### config.mk
export PLATFORM = sky130hd
export DESIGN_NAME = buffer_m1_sequencer
export DESIGN_NICKNAME = d
export VERILOG_FILES = /design/src/rtl/buffer_seq_pkg.sv /design/src/rtl/lane_delay_line.sv /design/src/rtl/buffer_m1_sequencer.sv
export SDC_FILE = /design/constraint.sdc
export NUM_CORES = 1
export LEC_CHECK = 0
export ABC_AREA = 1
export BUFFER_PORTS_ARGS = -buffer_cell sky130_fd_sc_hd__buf_4
export CAP_MARGIN = 20
export CORE_MARGIN = 1
export CORE_UTILIZATION = 60
export CTS_CLUSTER_SIZE = 14
export DETAILED_ROUTE_END_ITERATION = 10
export PLACE_DENSITY_LB_ADDON = 0.05
export RECOVER_POWER = 50
export SLEW_MARGIN = 20
export SYNTH_ARGS = -nofsm -noshare
export SYNTH_HDL_FRONTEND = slang
export SYNTH_HIERARCHICAL = 1
export SYNTH_SLANG_ARGS = --single-unit
### constraint.sdc
create_clock -name clk -period 5.69 [get_ports clk]
set_clock_uncertainty 0.2 [all_clocks]
set_input_delay 1.138 -clock clk [delete_from_list [all_inputs] [get_ports clk]]
set_output_delay 1.138 -clock clk [all_outputs]
set_load 0.05 [all_outputs]
### src/rtl/buffer_seq_pkg.sv
// Shared types for the mode-1 buffer sequencer: FSM states, latched job
// descriptor and the per-lane write-back delay entry.
`ifndef N_BUF
`define N_BUF 4
`endif
`ifndef ADDR_RAM
`define ADDR_RAM 8
`endif

package buffer_seq_pkg;

    localparam int unsigned SEQ_N_BUF  = `N_BUF;
    localparam int unsigned SEQ_ADDR_W = `ADDR_RAM;

    typedef enum logic [1:0] {
        IDLE,
        RUN,
        DRAIN
    } seq_state_e;

    typedef struct packed {
        logic [SEQ_ADDR_W-1:0] rd_base;
        logic [SEQ_ADDR_W-1:0] wr_base;
        logic [SEQ_ADDR_W-1:0] length;
        logic [SEQ_N_BUF-1:0]  mask;
        logic                  skew;
    } seq_job_t;

    typedef struct packed {
        logic                  en;
        logic [SEQ_ADDR_W-1:0] idx;
    } lane_entry_t;

endpackage

### src/rtl/lane_delay_line.sv
// Fixed-depth shift register carrying issued-read entries to the write-back
// point; freezes on hold and clears synchronously.
module lane_delay_line #(
    parameter int unsigned DEPTH = 3,
    parameter int unsigned WIDTH = 8
) (
    input  logic             clk,
    input  logic             clr,
    input  logic             hold,
    input  logic [WIDTH-1:0] d_in,
    output logic [WIDTH-1:0] d_out
);

    logic [DEPTH-1:0][WIDTH-1:0] stage_q, stage_d;

    always_comb begin
        stage_d = stage_q;
        if (!hold) begin
            stage_d[0] = d_in;
            for (int unsigned s = 1; s < DEPTH; s++) begin
                stage_d[s] = stage_q[s-1];
            end
        end
    end

    always_ff @(posedge clk) begin
        if (clr) begin
            stage_q <= '0;
        end else begin
            stage_q <= stage_d;
        end
    end

    assign d_out = stage_q[DEPTH-1];

endmodule

### src/rtl/buffer_m1_sequencer.sv
// Mode-1 initiator: streams consecutive reads out of each enabled buffer and
// writes results back WB_LAT non-stalled cycles later.
module buffer_m1_sequencer
    import buffer_seq_pkg::*;
#(
    parameter int unsigned N_BUF  = SEQ_N_BUF,
    parameter int unsigned ADDR_W = SEQ_ADDR_W,
    parameter int unsigned WB_LAT = 3
) (
    input  logic                           clk,
    input  logic                           rst,
    input  logic                           start,
    input  logic [ADDR_W-1:0]              rd_base,
    input  logic [ADDR_W-1:0]              wr_base,
    input  logic [ADDR_W-1:0]              length,
    input  logic [N_BUF-1:0]               buf_mask,
    input  logic                           skew,
    input  logic                           stall,
    output logic                           busy,
    output logic                           done,
    output logic [N_BUF-1:0]               m1_r_en,
    output logic [N_BUF-1:0][ADDR_W-1:0]   m1_r_addr,
    output logic [N_BUF-1:0]               m1_w_en,
    output logic [N_BUF-1:0][ADDR_W-1:0]   m1_w_addr
);

    localparam int unsigned CNT_W = ADDR_W + $clog2(N_BUF) + 2;

    seq_state_e                  state_q, state_d;
    logic [CNT_W-1:0]            cnt_q, cnt_d;
    seq_job_t                    job_q, job_d;
    logic                        busy_q, busy_d;
    logic                        done_q, done_d;
    logic                        issue;
    logic [CNT_W-1:0]            issue_idx;
    logic [CNT_W-1:0]            run_last;

    logic [N_BUF-1:0]            r_en_q, r_en_d, w_en_q, w_en_d;
    logic [N_BUF-1:0][ADDR_W-1:0] r_addr_q, r_addr_d, w_addr_q, w_addr_d;
    lane_entry_t [N_BUF-1:0]     ent_in, ent_out;

    assign run_last = CNT_W'(job_q.length)
                    + (job_q.skew ? CNT_W'(N_BUF - 1) : '0)
                    - CNT_W'(1);

    // Outputs are precomputed one cycle ahead: issue/issue_idx name the RUN
    // cycle that the registers will present after this edge.
    always_comb begin
        state_d   = state_q;
        cnt_d     = cnt_q;
        job_d     = job_q;
        busy_d    = busy_q;
        done_d    = 1'b0;
        issue     = 1'b0;
        issue_idx = '0;
        if (!stall) begin
            unique case (state_q)
                IDLE: begin
                    if (start) begin
                        job_d.rd_base = rd_base;
                        job_d.wr_base = wr_base;
                        job_d.length  = length;
                        job_d.mask    = buf_mask;
                        job_d.skew    = skew;
                        if (length == '0) begin
                            done_d = 1'b1;
                        end else begin
                            state_d = RUN;
                            cnt_d   = '0;
                            busy_d  = 1'b1;
                            issue   = 1'b1;
                        end
                    end
                end
                RUN: begin
                    if (cnt_q == run_last) begin
                        state_d = DRAIN;
                        cnt_d   = '0;
                    end else begin
                        cnt_d     = cnt_q + 1'b1;
                        issue     = 1'b1;
                        issue_idx = cnt_q + 1'b1;
                    end
                end
                DRAIN: begin
                    if (cnt_q == CNT_W'(WB_LAT - 1)) begin
                        state_d = IDLE;
                        busy_d  = 1'b0;
                        done_d  = 1'b1;
                    end else begin
                        cnt_d = cnt_q + 1'b1;
                    end
                end
                default: state_d = IDLE;
            endcase
        end
    end

    for (genvar i = 0; i < N_BUF; i++) begin : g_lane
        localparam logic [CNT_W-1:0] LANE_OFF = CNT_W'(i);
        logic [CNT_W-1:0] off;
        logic [CNT_W-1:0] k;
        logic             hit;

        always_comb begin
            off = job_d.skew ? LANE_OFF : '0;
            k   = issue_idx - off;
            hit = issue && job_d.mask[i] && (issue_idx >= off)
                  && (k < CNT_W'(job_d.length));
        end

        assign ent_in[i].en  = hit;
        assign ent_in[i].idx = hit ? k[ADDR_W-1:0] : '0;

        assign r_en_d[i]   = stall ? r_en_q[i]   : hit;
        assign r_addr_d[i] = stall ? r_addr_q[i]
                           : (hit ? job_d.rd_base + k[ADDR_W-1:0] : '0);
        assign w_en_d[i]   = stall ? w_en_q[i]   : ent_out[i].en;
        assign w_addr_d[i] = stall ? w_addr_q[i]
                           : (ent_out[i].en ? job_q.wr_base + ent_out[i].idx : '0);
    end

    lane_delay_line #(
        .DEPTH(WB_LAT),
        .WIDTH(N_BUF * $bits(lane_entry_t))
    ) u_delay (
        .clk  (clk),
        .clr  (rst),
        .hold (stall),
        .d_in (ent_in),
        .d_out(ent_out)
    );

    always_ff @(posedge clk) begin
        if (rst) begin
            state_q  <= IDLE;
            cnt_q    <= '0;
            job_q    <= '0;
            busy_q   <= 1'b0;
            done_q   <= 1'b0;
            r_en_q   <= '0;
            r_addr_q <= '0;
            w_en_q   <= '0;
            w_addr_q <= '0;
        end else begin
            state_q  <= state_d;
            cnt_q    <= cnt_d;
            job_q    <= job_d;
            busy_q   <= busy_d;
            done_q   <= done_d;
            r_en_q   <= r_en_d;
            r_addr_q <= r_addr_d;
            w_en_q   <= w_en_d;
            w_addr_q <= w_addr_d;
        end
    end

    // Held enables must not repeat while stalled, so stall masks them in-cycle.
    assign busy      = busy_q;
    assign done      = done_q;
    assign m1_r_en   = r_en_q & ~{N_BUF{stall}};
    assign m1_r_addr = r_addr_q;
    assign m1_w_en   = w_en_q & ~{N_BUF{stall}};
    assign m1_w_addr = w_addr_q;

endmodule

==> flow_summary.toml <==
[yosys]
yosysUniqueCellTypes = 51
async_reset_ff_frac = 0
synthCells = 2056
yosysSeqAreaShare = 0.328
ys_ff_latch = 225
synth-edff-count = 0
syn_area_um2 = 13700
syn_nets = 2201
syn_area_per_cell_um2 = 6.68
synth-main-ff-cell = "dfxtp_1"
yosysWarnings = 6

[clocking]
clk_pin_slew_worst_paths_ns = 0.06
cts.sinks = 225
numCtsBuffers = 25
htreeDepth = 1
cts_root_buffer = "clkbuf_16"
clock_latency_ns = 0.53
cts_buffer_depth = 3
cts_tree = "yes"
ctsHoldBuffers = 0

[setup_path]
critPathTopFamily = "simple AND/OR/NAND/NOR gates"
end_kind = "flop"
critPathRequiredTime_ns = 5.96
worstPathArrival_ns = 5.80
critical_path_class = "flop to flop"
critPathMaxFanout = 6
cp_num_cells = 34
cp_slowest_cell = "fa_1"
path_buf_inv = 7
slowest_delay_ns = 0.45
r2r_cells = 34
cp-start-kind = "flop"

[placed_design]
placed_cells = 2368
place_ws_ns = 0.00878
io_buffers = 106
place_area_um2 = 14500
place_congestion = 1.04
hpwl_mm = 27.6

[timing]
worst_pin_slew_ns = 2.58
finalSetupViolCount = 0
fmaxAchievable_ghz = 0.181
period_share = 0.972
tns_ns = 0
finalHoldViolCount = 0
drv_slew = 104
fin_ws_ns = 0.160
finalCriticalPeriod_ns = 5.53
maxSlewHeadroom = -0.720

[finish]
final_util = 0.699
n_fill_cell = 2031
layout_common_cells = "nand2_1 (525), nor2_1 (386), inv_1 (268)"
fin_cells = 2433
area_growth_pct = 12.9
mostFrequentLayoutCell = "nand2_1"
drive_gt1_frac = 0.108
design_area_um2 = 15500
nets = 2279

[pwr]
power_density_nw_per_um2 = 301
irDropWorstVdd_mv = 0.254
power.static_leakage_nw = 7.47

[route]
ant_nets = 0
via_per_inst = 5.17
drtIter0Drc = 1055
wl_per_cell_um = 15.3
drt_first_pass_iters = 6
drt-total-wl_mm = 37.2
vias = 12579
drt_drc_violations_left = 0

[floorplan]
coreArea_um2 = 22200
die_w_um = 153
dieArea_um2 = 23500
initial_core_util = 0.620
num_rows = 54
die_height_um = 153
ios = 107

[global_routing]
antenna_found_initial = 1
met2_usage = 0.491
met3_usage = 0.0431
grt_pass1_wl_mm = 57.7
grt_overflow_total = 0
use_met1 = 0.421
track_usage = 0.308
grt_max_degree = 244
first_global_vias = 11358
grt.busiest_layer = "met2"

[run_status]
violations = "max-capacitance violations, max-slew violations"
status = "finished, violations left"

[worst_hold_path]
hold_class = "flop to flop"
whs_path_depth = 2

[job]
maxCapViolCount = 2
-- registers in the layout, indices dropped and copies added, names as in the netlist, 2 cells and up --
register and flops:
r_en_q 4, m1_r_addr 32, state_q 2, job_q 29
w_en_q 4, u_delay/d_out 36, cnt_q 12, u_delay/stage_q 72
m1_w_addr 32
-- per-layer routing --
layer / wire, µm / share of wire / up-vias
met3: 2600 / 0.070 / 91
met1: 16900 / 0.45 / 5663
met4: 1510 / 0.040 / 0
met5: 0 / 0 / -
li1: - / - / 6454
met2: 16200 / 0.44 / 371
-- layout make-up --
class,count,area [µm²],area share
Antenna cell,1,2.50,0.000161
Clock inverter,8,105,0.00678
Inverter,288,1090,0.0705
Timing Repair Buffer,155,952,0.0614
Clock buffer,37,741,0.0478
Multi-Input combinational cell,1439,7750,0.500
Sequential cell,225,4500,0.291
Tap cell,280,350,0.0226
-- through the flow --
step	hold WS (ns)	total power [mW]
4_1_cts	0.266	4.62
3_5_place_dp	0.257	2.97
6_report	0.263	4.67
3_3_place_gp	0.253	2.94
5_1_grt	0.274	4.92
2_1_floorplan	0.245	2.66
-- power by group --
group / total [mW] / internal [mW] / switching, mW
sequential: 1.71 / 1.65 / 0.0600
combinational: 1.30 / 0.476 / 0.829
clock: 1.65 / 0.991 / 0.658
total: 4.67 / 3.12 / 1.55
-- synth_stat cells, types with 4 or more instances --
master	n	share of area
a21oi_1	126	0.046
a21oi_2	8	0.0051
buf_2	10	0.0036
buf_4	43	0.024
buf_6	13	0.011
clkbuf_1	37	0.010
dfxtp_1	225	0.33
fa_1	9	0.013
ha_1	103	0.094
inv_1	274	0.075
inv_2	13	0.0036
nand2_1	531	0.15
nand2_4	4	0.0033
nand3_1	50	0.018
nand3b_1	21	0.011
nand4_1	10	0.0046
nor2_1	393	0.11
nor2_2	6	0.0027
nor2_4	4	0.0033
nor3_1	10	0.0036
o21ai_0	64	0.023
o31ai_1	5	0.0027
or2_2	13	0.0059
xnor2_1	13	0.0083
xor2_1	27	0.017
-- final timing paths --
| check | start | endpoint | slack [ns] |
|---|---|---|---|
| min | m1_r_addr[13]$_SDFFE_PP0N_ | m1_r_addr[13]$_SDFFE_PP0N_ | 0.26 |
| min reg2reg | m1_r_addr[13]$_SDFFE_PP0N_ | m1_r_addr[13]$_SDFFE_PP0N_ | 0.26 |
| max | job_q[0]$_SDFF_PP0_ | u_delay/stage_q[11]$_SDFFE_PP0N_ | 0.16 |
| max reg2reg | job_q[0]$_SDFF_PP0_ | u_delay/stage_q[11]$_SDFFE_PP0N_ | 0.16 |
-- cell families after synthesis --
logic type / Yosys count / synth area share
buf+inv: 394 / 0.128
fa+ha+maj: 112 / 0.107
simple gates: 1058 / 0.318
compound gates: 223 / 0.0904
mux: 3 / 0.00219
flops: 225 / 0.328
xor+xnor: 41 / 0.0267
-- what timing repair did --
item,4_1_cts,5_1_grt
gates cloned,0,2
hold endpoints to repair,0,0
gates resized for setup,1,59
setup endpoints to repair,2,54
pin swaps,0,22
setup buffers,0,17
-- worst register-to-register path: cells and delay by family (launching register included) --
family	cells	cell delay, ns
buffers and inverters	7	0.60
and+or+nand+nor	18	2.05
AOI/OAI and AO/OA	3	0.75
DFF	1	0.31
xor gates and xnor gates	1	0.23
adders and majority gates	5	1.36
Note: power is estimated with default switching activity, not from simulation.
